===== src/rtl/inter_frame_space.sv =====
// CAN inter-frame-space tracker: counts intermission bits after a frame and reports
// overload, start-of-frame and bus-idle. Optional suspend-transmission: `define IFS_SUSPEND_EN.
module inter_frame_space #(
    parameter int INTERMISSION_BITS = 3,
    parameter int SUSPEND_BITS      = 8
) (
    input  logic clock,
    input  logic reset,
    input  logic samplePoint,
    input  logic canRX,
    input  logic frameReady,
    input  logic endOverload,
`ifdef IFS_SUSPEND_EN
    input  logic errorPassive,
`endif
    output logic isOverload,
    output logic isStart,
    output logic busIdle
);

    typedef enum logic [2:0] {
        IDLE,
        INTERMISSION,
        OVERLOAD,
        FRAME
`ifdef IFS_SUSPEND_EN
        , SUSPEND
`endif
    } state_t;

    localparam logic [2:0] LAST_INTERMISSION = 3'(INTERMISSION_BITS - 1);
`ifdef IFS_SUSPEND_EN
    localparam logic [2:0] LAST_SUSPEND = 3'(SUSPEND_BITS - 1);
`endif

    state_t     state;
    logic [2:0] cnt;

    // NOTE: non-blocking assignments so every register updates from the same pre-edge values.
    always_ff @(posedge clock) begin
        if (reset) begin
            state      <= IDLE;
            cnt        <= 3'd0;
            isOverload <= 1'b0;
            isStart    <= 1'b0;
        end else begin
            isOverload <= 1'b0;
            isStart    <= 1'b0;
            if (frameReady) begin
                state <= INTERMISSION;
                cnt   <= 3'd0;
            end else if (endOverload && state == OVERLOAD) begin
                state <= INTERMISSION;
                cnt   <= 3'd0;
            end else if (samplePoint) begin
                case (state)
                    IDLE: begin
                        if (!canRX) begin
                            isStart <= 1'b1;
                            state   <= FRAME;
                        end
                    end
                    INTERMISSION: begin
                        if (cnt < LAST_INTERMISSION) begin
                            if (!canRX) begin
                                isOverload <= 1'b1;
                                state      <= OVERLOAD;
                            end else begin
                                cnt <= cnt + 3'd1;
                            end
                        end else begin
                            // A dominant bit in the last intermission bit is a start of frame.
                            cnt <= 3'd0;
                            if (!canRX) begin
                                isStart <= 1'b1;
                                state   <= FRAME;
`ifdef IFS_SUSPEND_EN
                            end else if (errorPassive) begin
                                state <= SUSPEND;
`endif
                            end else begin
                                state <= IDLE;
                            end
                        end
                    end
`ifdef IFS_SUSPEND_EN
                    SUSPEND: begin
                        if (!canRX) begin
                            isStart <= 1'b1;
                            state   <= FRAME;
                            cnt     <= 3'd0;
                        end else if (cnt == LAST_SUSPEND) begin
                            state <= IDLE;
                            cnt   <= 3'd0;
                        end else begin
                            cnt <= cnt + 3'd1;
                        end
                    end
`endif
                    // OVERLOAD and FRAME ignore the bus until a frame/overload end pulse.
                    default: ;
                endcase
            end
        end
    end

    assign busIdle = (state == IDLE);

endmodule


===== config.mk =====
export PLATFORM = sky130hd
export DESIGN_NAME = inter_frame_space
export DESIGN_NICKNAME = d
export VERILOG_FILES = /design/src/rtl/inter_frame_space.sv
export SDC_FILE = /design/constraint.sdc
export NUM_CORES = 1
export LEC_CHECK = 0
export CORE_AREA = 5 5 42 44
export DETAILED_ROUTE_END_ITERATION = 6
export DIE_AREA = 0 0 47 49
export PLACE_DENSITY_LB_ADDON = 0.05
export SYNTH_ARGS = -nofsm -noshare
export SYNTH_HDL_FRONTEND = slang
export SYNTH_SLANG_ARGS = --single-unit

===== constraint.sdc =====
create_clock -name clock -period 3.7 [get_ports clock]
set_clock_uncertainty 0.2 [all_clocks]
set_input_delay 0.925 -clock clock [delete_from_list [all_inputs] [get_ports clock]]
set_output_delay 0.925 -clock clock [all_outputs]
set_load 0.02 [all_outputs]

==> flow_summary.rst, run 1 <==
.. list-table::
   :header-rows: 1

   * - Metric
     - Value
   * - Status
     - finished, final reports clean
   * - Setup total negative slack
     - 0 ps
   * - Path class of the lowest-slack min-delay path
     - flip-flop to flip-flop
   * - Die extent in y
     - 49 µm
   * - Row cnt
     - 14
   * - Per-instance average area after synthesis
     - 9.00 µm²
   * - Leakage power summed over all cells
     - 0.157 nW
   * - Die area
     - 0.00230 mm²
   * - First-pass GRT wire length
     - 1.32 mm
   * - Final setup vio count
     - 0
   * - Initial antenna violation count
     - 0
   * - Antenna-violating nets left
     - 0
   * - Share of the clock period used by the worst path
     - 66.7%
   * - Clock Pin Slew Worst Setup and Hold Paths
     - 50 ps
   * - Flops & latches, synth
     - 7
   * - Number of global-route vias before repair
     - 335
   * - Final core utilization
     - 32.1%
   * - Sequential Area
     - 140 µm²
   * - Count of buffers inserted at the top-level ports
     - 8
   * - Post-synth ARST share
     - 0%
   * - Dominant register cell in the synthesized netlist
     - sky130_fd_sc_hd__dfxtp_1
   * - Worst IR Drop VDD
     - 0.235 mV
   * - Number of violations reported at the end of detailed-routing iteration 0
     - 2
   * - Final weighted congestion of routability-driven global placement
     - 0.677
   * - Sequential share of the synthesized area
     - 43.2%
   * - Cell Area, Synth
     - 324 µm²
   * - RSZ-0062 raised after global routing
     - false
   * - H-tree lvl count
     - 1
   * - Bufs on Longest Clock Path
     - 2
   * - Max-Slew Margin vs Limit
     - 68.2%
   * - Total vias in the final route
     - 319
   * - Overflow after GRT
     - 0
   * - Global-route total usage across every layer
     - 8.25%
   * - # placed instances
     - 60
   * - WL per Instance
     - 11.4 µm
   * - Leading post-synthesis cells by cell area
     - sky130_fd_sc_hd__dfxtp_1 (43%), sky130_fd_sc_hd__a21oi_1 (7.7%), sky130_fd_sc_hd__nand4_1 (5.8%)
   * - Area Growth Syn to Fin
     - 39.0%
   * - Pin count of the biggest net entering global routing
     - 8
   * - Post-Route WL
     - 730 µm
   * - Final instance count without filler cells
     - 64
   * - Via density per instance
     - 4.98
   * - Final layout net count
     - 56
   * - Total count of hold-check failures in the final report
     - 0
   * - Peak clock frequency supported by timing
     - 0.405 GHz
   * - Total count of max-transition violations in the final report
     - 0
   * - Hold-fix buffers at CTS
     - 0
   * - Post-CTS Setup Inserts
     - 0
   * - Initial core utilization
     - 23.1%
   * - Router iterations before antenna repair
     - 2
   * - Number of CTS-inserted buffers
     - 3
   * - Cell types with the highest counts after synthesis
     - sky130_fd_sc_hd__dfxtp_1 (7), sky130_fd_sc_hd__a21oi_1 (5), sky130_fd_sc_hd__nor2_1 (4), sky130_fd_sc_hd__nand4_1 (3), sky130_fd_sc_hd__nand2_1 (2)
   * - # fillers
     - 160
   * - Detailed placer's ending HPWL
     - 566 µm
   * - Core area
     - 0.00140 mm²
   * - Crit path arrival time
     - 1340 ps
   * - Syn. warnings
     - 0
   * - Clock Sink Count
     - 7
   * - Area fraction of the dominant cell type after synthesis
     - 43.2%
   * - Post-synth top area cell
     - sky130_fd_sc_hd__dfxtp_1
   * - Post-synthesis cell type count
     - 20
   * - Cell Pwr Density
     - 375 mW/mm²
   * - DRC violations left
     - 0
   * - Worst endpoint required time
     - 2570 ps
   * - Max_cap viols
     - 0
   * - Share of final-layout standard cells stronger than drive strength 1
     - 10.4%
   * - Clock tree from TritonCTS
     - built
   * - Nature of the critical path endpoint
     - output pin
   * - Die Width
     - 47 µm
   * - Ant. Diodes
     - 0
   * - Worst setup slack for register-to-register paths
     - 2170 ps
   * - Startpoint type of the worst setup path
     - flip-flop
   * - Footprint of the multi-input gates
     - 176 µm²
   * - Worst setup path class
     - flip-flop to output pin
   * - Instance count of the mapped netlist
     - 36
   * - Synthesized net count
     - 43
   * - Post-CTS sizing
     - 0
   * - Number of enable-type register cells in the synthesized netlist
     - 0
   * - Highest fanout seen on the critical path
     - 7
   * - Cell with the most instances after synthesis
     - sky130_fd_sc_hd__dfxtp_1
   * - Boundary Pins
     - 9
   * - Min cycle time layout
     - 2470 ps
   * - Clock root cell
     - sky130_fd_sc_hd__clkbuf_4
   * - Clk Latency, worst-skew pair
     - 240 ps
   * - Slew at the pin with the worst max-slew slack
     - 475 ps
## logic make-up (layout without fill, tap and decap cells)
family / count (synthesis) / after routing / synth area share [%]
xor+xnor: 1 / 1 / 2.70
compound gates: 10 / 10 / 22.0
fa+ha+maj: 1 / 1 / 3.86
simple gates: 15 / 15 / 25.9
buf+inv: 2 / 14 / 2.31
flops: 7 / 7 / 43.2
## power by group
group | internal, mW | leakage, nW | switching, mW
Sequential | 0.0776 | 0.0569 | 0.00313
Clock | 0.0409 | 0.0150 | 0.0250
Combinational | 0.0119 | 0.0854 | 0.0105
Total | 0.130 | 0.157 | 0.0386
## metal layers
metal / GRT usage, % / vias up / wire (µm)
met5: 0 / - / 0
met4: 4.15 / 0 / 8
met3: 5.54 / 2 / 46
met2: 12.9 / 6 / 381
met1: 7.93 / 152 / 292
li1: - / 159 / -
## layout by cell type, fill, tap and decap left out, types with 2 or more instances in the layout
master and instances:
sky130_fd_sc_hd__clkdlybuf4s50_1 8, sky130_fd_sc_hd__nor2_1 4, sky130_fd_sc_hd__dfxtp_1 7, sky130_fd_sc_hd__nand2_1 2, sky130_fd_sc_hd__nand4_1 3, sky130_fd_sc_hd__clkbuf_4 3, sky130_fd_sc_hd__a21oi_1 5
## sequential cells by signal, summed over array words and instances (netlist names)
register,count
cnt,3
state,2
isOverload,1
isStart,1
## layout make-up
| cell class | count | share of cell area [%] |
|---|---|---|
| Timing Repair Buffer | 8 | 17.8 |
| Tap cell | 16 | 4.44 |
| Multi-Input combinational cell | 27 | 39.2 |
| Clock buffer | 4 | 5.83 |
| Inverter | 2 | 1.67 |
| Sequential cell | 7 | 31.1 |
## worst max-delay path: stages, from the launching register on
cell and delay (ps):
sky130_fd_sc_hd__dfxtp_1 380, sky130_fd_sc_hd__nor2_1 110, sky130_fd_sc_hd__clkdlybuf4s50_1 600
## through the flow
step | setup WS [ps] | hold slack [ps] | power (mW) | cell area [µm²]
2_1_floorplan | 1810 | 245 | 0.0921 | 324
3_3_place_gp | 1310 | 279 | 0.104 | 424
3_5_place_dp | 1260 | 271 | 0.105 | 424
4_1_cts | 1220 | 278 | 0.173 | 450
5_1_grt | 1150 | 316 | 0.182 | 450
6_report | 1230 | 271 | 0.169 | 450
## worst paths after layout
path | start | end | cells after the start
hold / removal | cnt[2] | cnt[2] | 2
setup reg to reg | state[0] | isStart | 3
setup / recovery | state[0] | busIdle | 2
hold reg to reg | cnt[2] | cnt[2] | 2
Note: power is estimated with default switching activity, not from simulation.
==> inputs of run 2 (changes only) <==
- clock period: 3.7 -> 2.3 ns (I/O delays scaled with it)
==> results of run 2 <==
Same layout as run 1 (identical final DEF). Status: finished, final reports clean.
Among the figures that moved: setup slack after placement 1260 ps -> 215 ps; setup slack after layout 1230 ps -> 182 ps; register-to-register setup slack 2170 ps -> 770 ps; total power 0.169 mW -> 0.272 mW; worst IR drop on VDD 0.235 mV -> 0.378 mV
==> inputs of run 3 (changes only) <==
- CAP_MARGIN: unset -> 20
- SLEW_MARGIN: unset -> 20
==> results of run 3 <==
Same layout as run 1 (identical final DEF). Status: finished, final reports clean.
Among the figures that moved: setup slack after placement 1260 ps -> 215 ps; setup slack after layout 1230 ps -> 182 ps; register-to-register setup slack 2170 ps -> 770 ps; total power 0.169 mW -> 0.272 mW; worst IR drop on VDD 0.235 mV -> 0.378 mV
